--- src/rtl/fetch_queue.sv ---
// fetch_queue: instruction fetch queue feeding a dual-issue decode stage (S0).
//
// Each cycle there is room, the queue asks instruction memory for the pair of
// words at pc and moves pc on by two. The pair comes back one cycle later and
// is pushed as two entries, each tagged with its own address. The two oldest
// entries are shown on the S0 slots. fetch_next takes up to two of them.
//
// Parameters:
//   AW    - instruction-memory word-address width
//   IW    - instruction width
//   DEPTH - queue entries (power of two, >= 4)
//
// Ports:
//   clk, rst                   - clock; asynchronous active-high reset
//   imem_req, imem_addr        - read request for the word pair at imem_addr
//   imem_rdata                 - pair data, one cycle after imem_req
//                                ([IW-1:0] = word@addr, [2IW-1:IW] = word@addr+1)
//   fetch_next                 - S0 slots consumed this cycle
//   redirect, redirect_pc      - flush the queue and restart fetch at redirect_pc
//   s0_p0_* / s0_p1_*          - queue head / head+1 (instr, pc, valid)

module fetch_queue #(
  parameter int unsigned AW    = 8,
  parameter int unsigned IW    = 16,
  parameter int unsigned DEPTH = 8
) (
  input  logic            clk,
  input  logic            rst,

  output logic            imem_req,
  output logic [AW-1:0]   imem_addr,
  input  logic [2*IW-1:0] imem_rdata,

  input  logic            fetch_next,
  input  logic            redirect,
  input  logic [AW-1:0]   redirect_pc,

  output logic [IW-1:0]   s0_p0_instr,
  output logic [IW-1:0]   s0_p1_instr,
  output logic [AW-1:0]   s0_p0_pc,
  output logic [AW-1:0]   s0_p1_pc,
  output logic            s0_p0_valid,
  output logic            s0_p1_valid
);

  localparam int unsigned PW = $clog2(DEPTH);  // pointer width
  localparam int unsigned CW = PW + 1;         // count width, holds 0..DEPTH
  localparam int unsigned OW = CW + 1;         // occupancy sum, holds DEPTH+2

  // State
  logic [AW-1:0] pc_q, pc_d;
  logic [AW-1:0] req_pc_q, req_pc_d;  // address of the request now in flight
  logic          inflight_q, inflight_d;
  logic [PW-1:0] rd_ptr_q, rd_ptr_d;
  logic [PW-1:0] wr_ptr_q, wr_ptr_d;
  logic [CW-1:0] count_q, count_d;

  // Entry storage; contents are only visible through the valid-gated outputs,
  // so it needs no reset.
  logic [IW-1:0] instr_mem [DEPTH];
  logic [AW-1:0] pc_mem    [DEPTH];

  logic          push;
  logic [CW-1:0] pop_n;
  logic [OW-1:0] occupancy;
  logic [PW-1:0] wr_ptr_p1;
  logic [PW-1:0] rd_ptr_p1;

  // Request only when the queue can still absorb every pair already asked for
  // plus this one; this is what makes overflow impossible.
  always_comb begin
    occupancy = OW'(count_q) + (inflight_q ? OW'(2) : OW'(0));
    imem_req  = !rst && !redirect && (occupancy <= OW'(DEPTH - 2));
    imem_addr = pc_q;
  end

  always_comb begin
    push      = inflight_q && !redirect;
    wr_ptr_p1 = wr_ptr_q + PW'(1);
    rd_ptr_p1 = rd_ptr_q + PW'(1);

    // pop = min(count, 2) when S0 is consumed
    pop_n = '0;
    if (fetch_next) begin
      pop_n = (count_q >= CW'(2)) ? CW'(2) : count_q;
    end
  end

  // Next state
  always_comb begin
    pc_d       = pc_q;
    req_pc_d   = req_pc_q;
    inflight_d = imem_req;
    rd_ptr_d   = rd_ptr_q + pop_n[PW-1:0];
    wr_ptr_d   = wr_ptr_q;
    count_d    = count_q - pop_n;

    if (imem_req) begin
      pc_d     = pc_q + AW'(2);
      req_pc_d = pc_q;
    end

    if (push) begin
      wr_ptr_d = wr_ptr_q + PW'(2);
      count_d  = count_q + CW'(2) - pop_n;
    end

    // Redirect wins over everything; a response landing this cycle is dropped.
    if (redirect) begin
      pc_d       = redirect_pc;
      inflight_d = 1'b0;
      rd_ptr_d   = '0;
      wr_ptr_d   = '0;
      count_d    = '0;
    end
  end

  always_ff @(posedge clk or posedge rst) begin
    if (rst) begin
      pc_q       <= '0;
      req_pc_q   <= '0;
      inflight_q <= 1'b0;
      rd_ptr_q   <= '0;
      wr_ptr_q   <= '0;
      count_q    <= '0;
    end else begin
      pc_q       <= pc_d;
      req_pc_q   <= req_pc_d;
      inflight_q <= inflight_d;
      rd_ptr_q   <= rd_ptr_d;
      wr_ptr_q   <= wr_ptr_d;
      count_q    <= count_d;
    end
  end

  // Entry writes: low word (older) first, each tagged with its own address.
  // During reset inflight_q is held low, so no write can happen.
  always_ff @(posedge clk) begin
    if (push) begin
      instr_mem[wr_ptr_q]  <= imem_rdata[IW-1:0];
      pc_mem[wr_ptr_q]     <= req_pc_q;
      instr_mem[wr_ptr_p1] <= imem_rdata[2*IW-1:IW];
      pc_mem[wr_ptr_p1]    <= req_pc_q + AW'(1);
    end
  end

  // S0 slots; an empty slot drives zeros rather than stale buffer contents.
  always_comb begin
    s0_p0_valid = (count_q >= CW'(1));
    s0_p1_valid = (count_q >= CW'(2));
    s0_p0_instr = '0;
    s0_p0_pc    = '0;
    s0_p1_instr = '0;
    s0_p1_pc    = '0;
    if (s0_p0_valid) begin
      s0_p0_instr = instr_mem[rd_ptr_q];
      s0_p0_pc    = pc_mem[rd_ptr_q];
    end
    if (s0_p1_valid) begin
      s0_p1_instr = instr_mem[rd_ptr_p1];
      s0_p1_pc    = pc_mem[rd_ptr_p1];
    end
  end

endmodule

--- config.mk ---
export PLATFORM = sky130hd
export DESIGN_NAME = fetch_queue
export DESIGN_NICKNAME = d
export VERILOG_FILES = /design/src/rtl/fetch_queue.sv
export SDC_FILE = /design/constraint.sdc
export NUM_CORES = 1
export LEC_CHECK = 0
export ABC_AREA = 1
export CORE_MARGIN = 1.5
export CORE_UTILIZATION = 40
export CTS_CLUSTER_SIZE = 16
export DETAILED_ROUTE_END_ITERATION = 8
export DONT_BUFFER_PORTS = 1
export SYNTH_ARGS = -nofsm -noshare
export SYNTH_HDL_FRONTEND = slang
export SYNTH_SLANG_ARGS = --single-unit
export TNS_END_PERCENT = 100
--- constraint.sdc ---
create_clock -name clk -period 3.1 [get_ports clk]
set_input_delay 0.31 -clock clk [delete_from_list [all_inputs] [get_ports clk]]
set_output_delay 0.31 -clock clk [all_outputs]
set_load 0.05 [all_outputs]
Yosys cells after proc, flatten, opt, wreduce, memory -nomap -nowiden
Memory sizes are Yosys's and may differ from the RTL's.
Cells that the tools add are included.
{ "totals": {"register_bits": 27, "n_memories": 2, "ram_bits": 192} }
{ "classes": {"n_mux": 17, "order_cmp": 3, "n_addsub": 10, "n_reduce_logical": 7} }
{ "memory_table": {"columns": ["name", "words", "word_bits", "read_ports", "rd_ports_with_merged_regs", "write_ports", "line", "source"], "rows": [
  ["instr_mem", 8, 16, 2, 0, 2, "60", "logic [IW-1:0] instr_mem [DEPTH];"],
  ["pc_mem", 8, 8, 2, 0, 2, "61", "logic [AW-1:0] pc_mem [DEPTH];"]
]} }
{ "ops": {"columns": ["operator", "n"], "rows": [
  ["16-bit two-way mux", 2],
  ["8-bit two-way mux", 4],
  ["4-bit two-way mux", 4],
  ["3-bit two-way mux", 3],
  ["8-bit by 1-bit adder with 8-bit output, second input constant", 1],
  ["8-bit by 2-bit adder with 8-bit output, second input constant", 1],
  ["4-bit subtractor", 2],
  ["3-bit by 1-bit adder with 3-bit output, second input constant", 2],
  ["4-bit by 2-bit adder with 5-bit output", 1],
  ["5-bit by 3-bit less-or-equal comparator with 1-bit output, second input constant", 1],
  ["4-bit by 2-bit adder with 4-bit output, second input constant", 1],
  ["4-bit by 1-bit greater-or-equal comparator with 1-bit output, second input constant", 1],
  ["4-bit by 2-bit greater-or-equal comparator with 1-bit output, second input constant", 1],
  ["2-bit nonzero test", 2],
  ["3-bit by 2-bit adder with 3-bit output, second input constant", 1],
  ["3-bit adder", 1],
  ["1-bit logical AND", 3],
  ["1-bit two-way mux", 3],
  ["1-bit zero test", 2],
  ["2-bit two-way mux", 1]
]} }

Logic depth before layout (Yosys ltp)
{ "depth": {"ltp_word": 6, "ltp_mapped": 16, "ltp_nobuf": 15} }

Worst setup path after synthesis
Ideal clock, no wire load.
{ "synth_path": {"path_kind": "reg2reg", "from": "reg count_q[2]", "to": "reg count_q[3]", "stages_incl_launch_ff": 17, "synth_period_minus_slack_ns": 2.780, "arrival_ns": 2.715, "path_buffers": 1, "setup_time_ns": 0.065, "slack_ns": 0.320, "path_cell_list": "dfrtp_1 inv_1 ha_1 inv_1 nor2_1 clkinv_1 buf_2 nand2_1 inv_1 ha_1 inv_1 ha_1 inv_1 fa_1 a21oi_1 o21ai_0 nand2_1"} }
{ "synth_via": {"elab_chain_cells": 6, "elab_cells_between_ends": 8, "classes_between": "add/sub (3); order compare (1); mux (4)"} }
{ "synth_lines": {"columns": ["item", "line", "source"], "rows": [
  ["start, declared", "56", "logic [CW-1:0] count_q, count_d;"],
  ["start signal, assigned", "132", "count_q <= count_d;"],
  ["4-bit by 2-bit greater-or-equal comparator with 1-bit output *", null, null],
  ["net s0_p1_valid", "43", "output logic s0_p1_valid"],
  ["4-bit two-way mux *", "85", "pop_n = (count_q >= CW'(2)) ? CW'(2) : count_q;"],
  ["4-bit two-way mux *", "84", "if (fetch_next) begin"],
  ["4-bit subtractor (on tied branches)", "96, 105", null],
  ["4-bit two-way mux *", "103", "if (push) begin"],
  ["4-bit two-way mux *", "109", "if (redirect) begin"],
  ["net count_d[3]", "56", null]
]} }
The timed path passes the listed nets; every way through them passes the cells marked *.
A chain may end at the register's enable or synchronous reset.

Final worst setup path
{ "layout_path": {"from": "reg rd_ptr_q[0]", "to": "out s0_p1_pc[5]"} }
{ "layout_via": {"elab_chain_cells": 3} }
{ "layout_lines": {"columns": ["item", "line", "source"], "rows": [
  ["start, declared", "54", "logic [PW-1:0] rd_ptr_q, rd_ptr_d;"],
  ["start signal, assigned", "130", "rd_ptr_q <= rd_ptr_d;"],
  ["3-bit by 1-bit adder with 3-bit output", "80", "rd_ptr_p1 = rd_ptr_q + PW'(1);"],
  ["memory 8 x 8 bit", null, null],
  ["8-bit two-way mux", "159", "if (s0_p1_valid) begin"],
  ["end, declared", "41", "output logic [AW-1:0] s0_p1_pc,"]
]} }
No other way between the ends.

==> summary.txt <==
Setup path
  – Slowest cell on the critical path: dfrtp_4
  – Crit path DAT: 2.71 ns
  – Worst R2R Path Depth: 15
  – FF-to-FF Start: count_q[2]$_DFF_PP0_
  – Crit path largest cell delay: 0.51 ns
  – Crit path cell chain: ha_2 -> inv_2 -> buf_12 -> o21ai_0 -> nor2_1 -> nor2_1 -> nor2_1 -> buf_4
  – R2R Path End: count_q[3]$_DFF_PP0_
  – Critical path startpoint category: register
  – FF-to-FF setup slack: 0.48 ns
  – WS Path Type: register to output pin
  – Family with the most delay on the worst path: buffers and inverters
  – CP Max Fanout: 23
  – Required time of the worst setup path: 2.79 ns
  – Crit end category: output pin
  – Buf+Inv Stages, Crit Path: 3
  – Top cell by count, worst path: nor2_1

Placement
  – Dpl hpwl: 20,800 um
  – Final GP Congestion: 0.796
  – Placed Cells: 2,068
  – Pre-CTS worst setup slack: 0.557 ns
  – Port buffer count: 0

Clocking
  – Clk slew on worst S/H paths: around 0.06 ns
  – H-tree depth: 1
  – Clock insertion delay at the later pin of the skew report: 0.53 ns
  – CTS Buf Count: 24
  – CTS tree: done
  – Root Buffer: clkbuf_16
  – Postcts setup bufs: 0
  – CTS max path bufs: 3
  – CTS sink cnt: 218

Min path
  – WHS Path Cells: 2
  – Hold wc startpoint: imem_rdata[19]
  – Hold path endpoint: instr_mem[1][3]$_DFFE_PP_
  – Hold crit path type: input port to register

Global route
  – First-pass GRT wire length: 54,400 um
  – Grt met2 use: between 30% and 40%
  – Largest net degree at the start of global routing: 177
  – Vias in the first global route: approximately 10,000
  – Met1 GRT Util: 26.3%
  – Total GRT Usage: 20.9%
  – Grt met3 use: roughly 3.0%
  – GRT busiest layer: met2
  – Grt total ovfl: 0
  – Initial antenna violation count: 0

Logic synthesis
  – Flop and latch count out of synthesis: 218
  – Top cell type's share of synthesized area: 44.0%
  – Syn_area_per_cell: just under 8 sq um
  – Cell accounting for the most synthesized area: edfxtp_1
  – Mapped Nets: 1,762
  – Register area share after synthesis: 48.9%
  – Number of flops mapped to enable cells by yosys: 192
  – Primary FF master, synth: edfxtp_1
  – Synth unique cells: 31
  – Area contributors post-synth: edfxtp_1 (44%), nand2_1 (10%), nor2_1 (7.4%), o21ai_0 (7.3%), nand3_1 (5.8%)
  – Post-synthesis cell count: 1,695
  – Async SR Flop Fraction: 11.9%
  – Post-Syn Area: about 13,000 sq um
  – Synth Warn #: 0

Timing
  – Hold slack: 0.0919 ns
  – Post-route setup slack: 0.0837 ns
  – Max Freq: ~330 MHz
  – Crit share post-route: 97.3%
  – Post-layout min period: between 3 and 4 ns
  – Max_slew headroom: 40.8%
  – Fin. max-slew vios: 0
  – RSZ-0062 raised after global routing: false
  – Hold Fails Final Rpt: 0
  – Worst Max-Slew Pin Slew: just under 0.9 ns
  – Final setup violation count: 0
  – Clock Skews: 0.0165 ns
  – Setup TNS Final: 0 ns

Pwr
  – Worst VDD drop: ~0.61 mV
  – Leak: 6.46 nW
  – Power Dens Cells: between 800 and 900 nW/um^2

Floorplan
  – Starting density of the core: 40.5%
  – Die width: 184 um
  – Die height: 184 um
  – Die area: 33,900 sq um
  – Boundary Pins: a little over 100
  – Core area: 32,400 sq um
  – Core Rows: 66

Route
  – Post-DRT Antenna Nets: 0
  – Initial DRC count: 824
  – Wirelength per Cell: 16.5 um
  – Via Count: 10,815
  – First drt pass iteration count: 5
  – Vias/cell: about 5.1
  – DRC Markers: 0
  – Drt total wl: approximately 35,000 um

Finish
  – Finished Core Util: 45.0%
  – Fill count: 3,168
  – Nets@finish: 1,746
  – Layout cells sized above 1: 8.25%
  – ANT cells: 0
  – Non-Filler Instances: 2,138
  – Synth-to-Final Area Change: 11.2%

Run
  – Max-cap viol count: 0

Status
  – Status: completed
sequential cells by signal, indices dropped and copies added, names as in the netlist:
signal	cells
count_q	4
imem_addr	8
wr_ptr_q	2
inflight_q	1
req_pc_q	8
pc_mem	64
rd_ptr_q	3
instr_mem	128
report_power, final:
group          internal (mW)  switching [mW]  total, mW
registers               3.45           0.307       3.76
clock network           1.46            1.15       2.60
logic                   1.53            3.89       5.42
metrics by stage:
| step | instance area (sq um) | total power [mW] |
|---|---|---|
| finish | 14600 | 11.8 |
| global route | 14600 | 12.4 |
| CTS | 14600 | 11.8 |
| detailed placement | 13600 | 9.19 |
| global placement | 13600 | 9.14 |
| floorplan | 13100 | 7.48 |
synthesized netlist by cell type, types with 12 or more instances:
| cell type | n |
|---|---|
| inv_1 | 200 |
| dfrtp_1 | 26 |
| nand3_1 | 152 |
| o21ai_0 | 192 |
| buf_6 | 12 |
| a21oi_1 | 25 |
| or2_0 | 18 |
| o21ai_1 | 55 |
| edfxtp_1 | 192 |
| buf_2 | 37 |
| nor2_1 | 257 |
| clkbuf_1 | 81 |
| ha_1 | 19 |
| nand2_1 | 366 |
cell type report:
| cell class | instances | area (sq um) | share of cell area [%] |
|---|---|---|---|
| sequential | 218 | 6420 | 44.0 |
| multi-input combinational | 1118 | 5160 | 35.4 |
| timing repair buffer | 106 | 938 | 6.44 |
| inverter | 211 | 800 | 5.48 |
| clock buffer | 27 | 633 | 4.34 |
| tap | 442 | 553 | 3.79 |
| clock inverter | 16 | 72.6 | 0.498 |
layer usage:
layer | vias to the layer above | part of all wire [%]
met3 | 90 | 6.6
met1 | 5008 | 42
met4 | 0 | 3.5
met5 | - | 0
met2 | 344 | 48
li1 | 5373 | -
placed cells by master (no fill, tap or decap):
cell type	n
nand2_1	365
nor2_1	256
inv_1	200
o21ai_0	192
edfxtp_1	192
nand3_1	152
buf_4	73
o21ai_1	55
dlygate4sd3_1	27
a21oi_1	25
clkbuf_16	25
dfrtp_1	24
or2_0	18
ha_1	18
inv_2	8
clkinv_1	8
clkinv_2	7
or2_2	6
xnor2_1	6
xor2_1	6
buf_12	6
nand2_4	4
fa_1	4
o21bai_1	3
inv_4	3
nand4_1	2
nand2_2	2
clkbuf_1	2
xnor2_4	1
nor2_2	1
o22ai_1	1
ha_2	1
clkinvlp_4	1
dfrtp_4	1
dfrtp_2	1
repair_timing:
| item | in CTS | in global routing |
|---|---|---|
| hold buffers | 27 | 0 |
| resized for setup | 0 | 1 |
| hold endpoints to repair | 152 | 0 |
| setup endpoints to repair | 0 | 1 |
cell families (layout without fill, tap and decap cells):
family | Yosys count | in the layout | synth area share (%)
AND/OR/NAND/NOR | 806 | 806 | 25.2
buffers and inverters | 359 | 360 | 11.8
AO/OA/AOI/OAI | 276 | 276 | 10.6
flip-flops | 218 | 218 | 48.9
adder cells (fa/ha/maj) | 23 | 23 | 2.42
XOR/XNOR | 13 | 13 | 1.01
worst max path at each step:
stage,from,endpoint,slack [ns],depth (start not counted)
floorplan,count_q[2]$_DFF_PP0_,count_q[3]$_DFF_PP0_,0.32,16
global placement,count_q[2]$_DFF_PP0_,count_q[3]$_DFF_PP0_,0.57,15
detailed placement,count_q[2]$_DFF_PP0_,count_q[3]$_DFF_PP0_,0.56,15
CTS,rd_ptr_q[0]$_DFF_PP0_,s0_p1_pc[5],0.11,8
global route,rd_ptr_q[0]$_DFF_PP0_,s0_p1_pc[5],0.02,8
finish,rd_ptr_q[0]$_DFF_PP0_,s0_p1_pc[5],0.08,8
No activity file was read; power rests on OpenSTA's default activity.
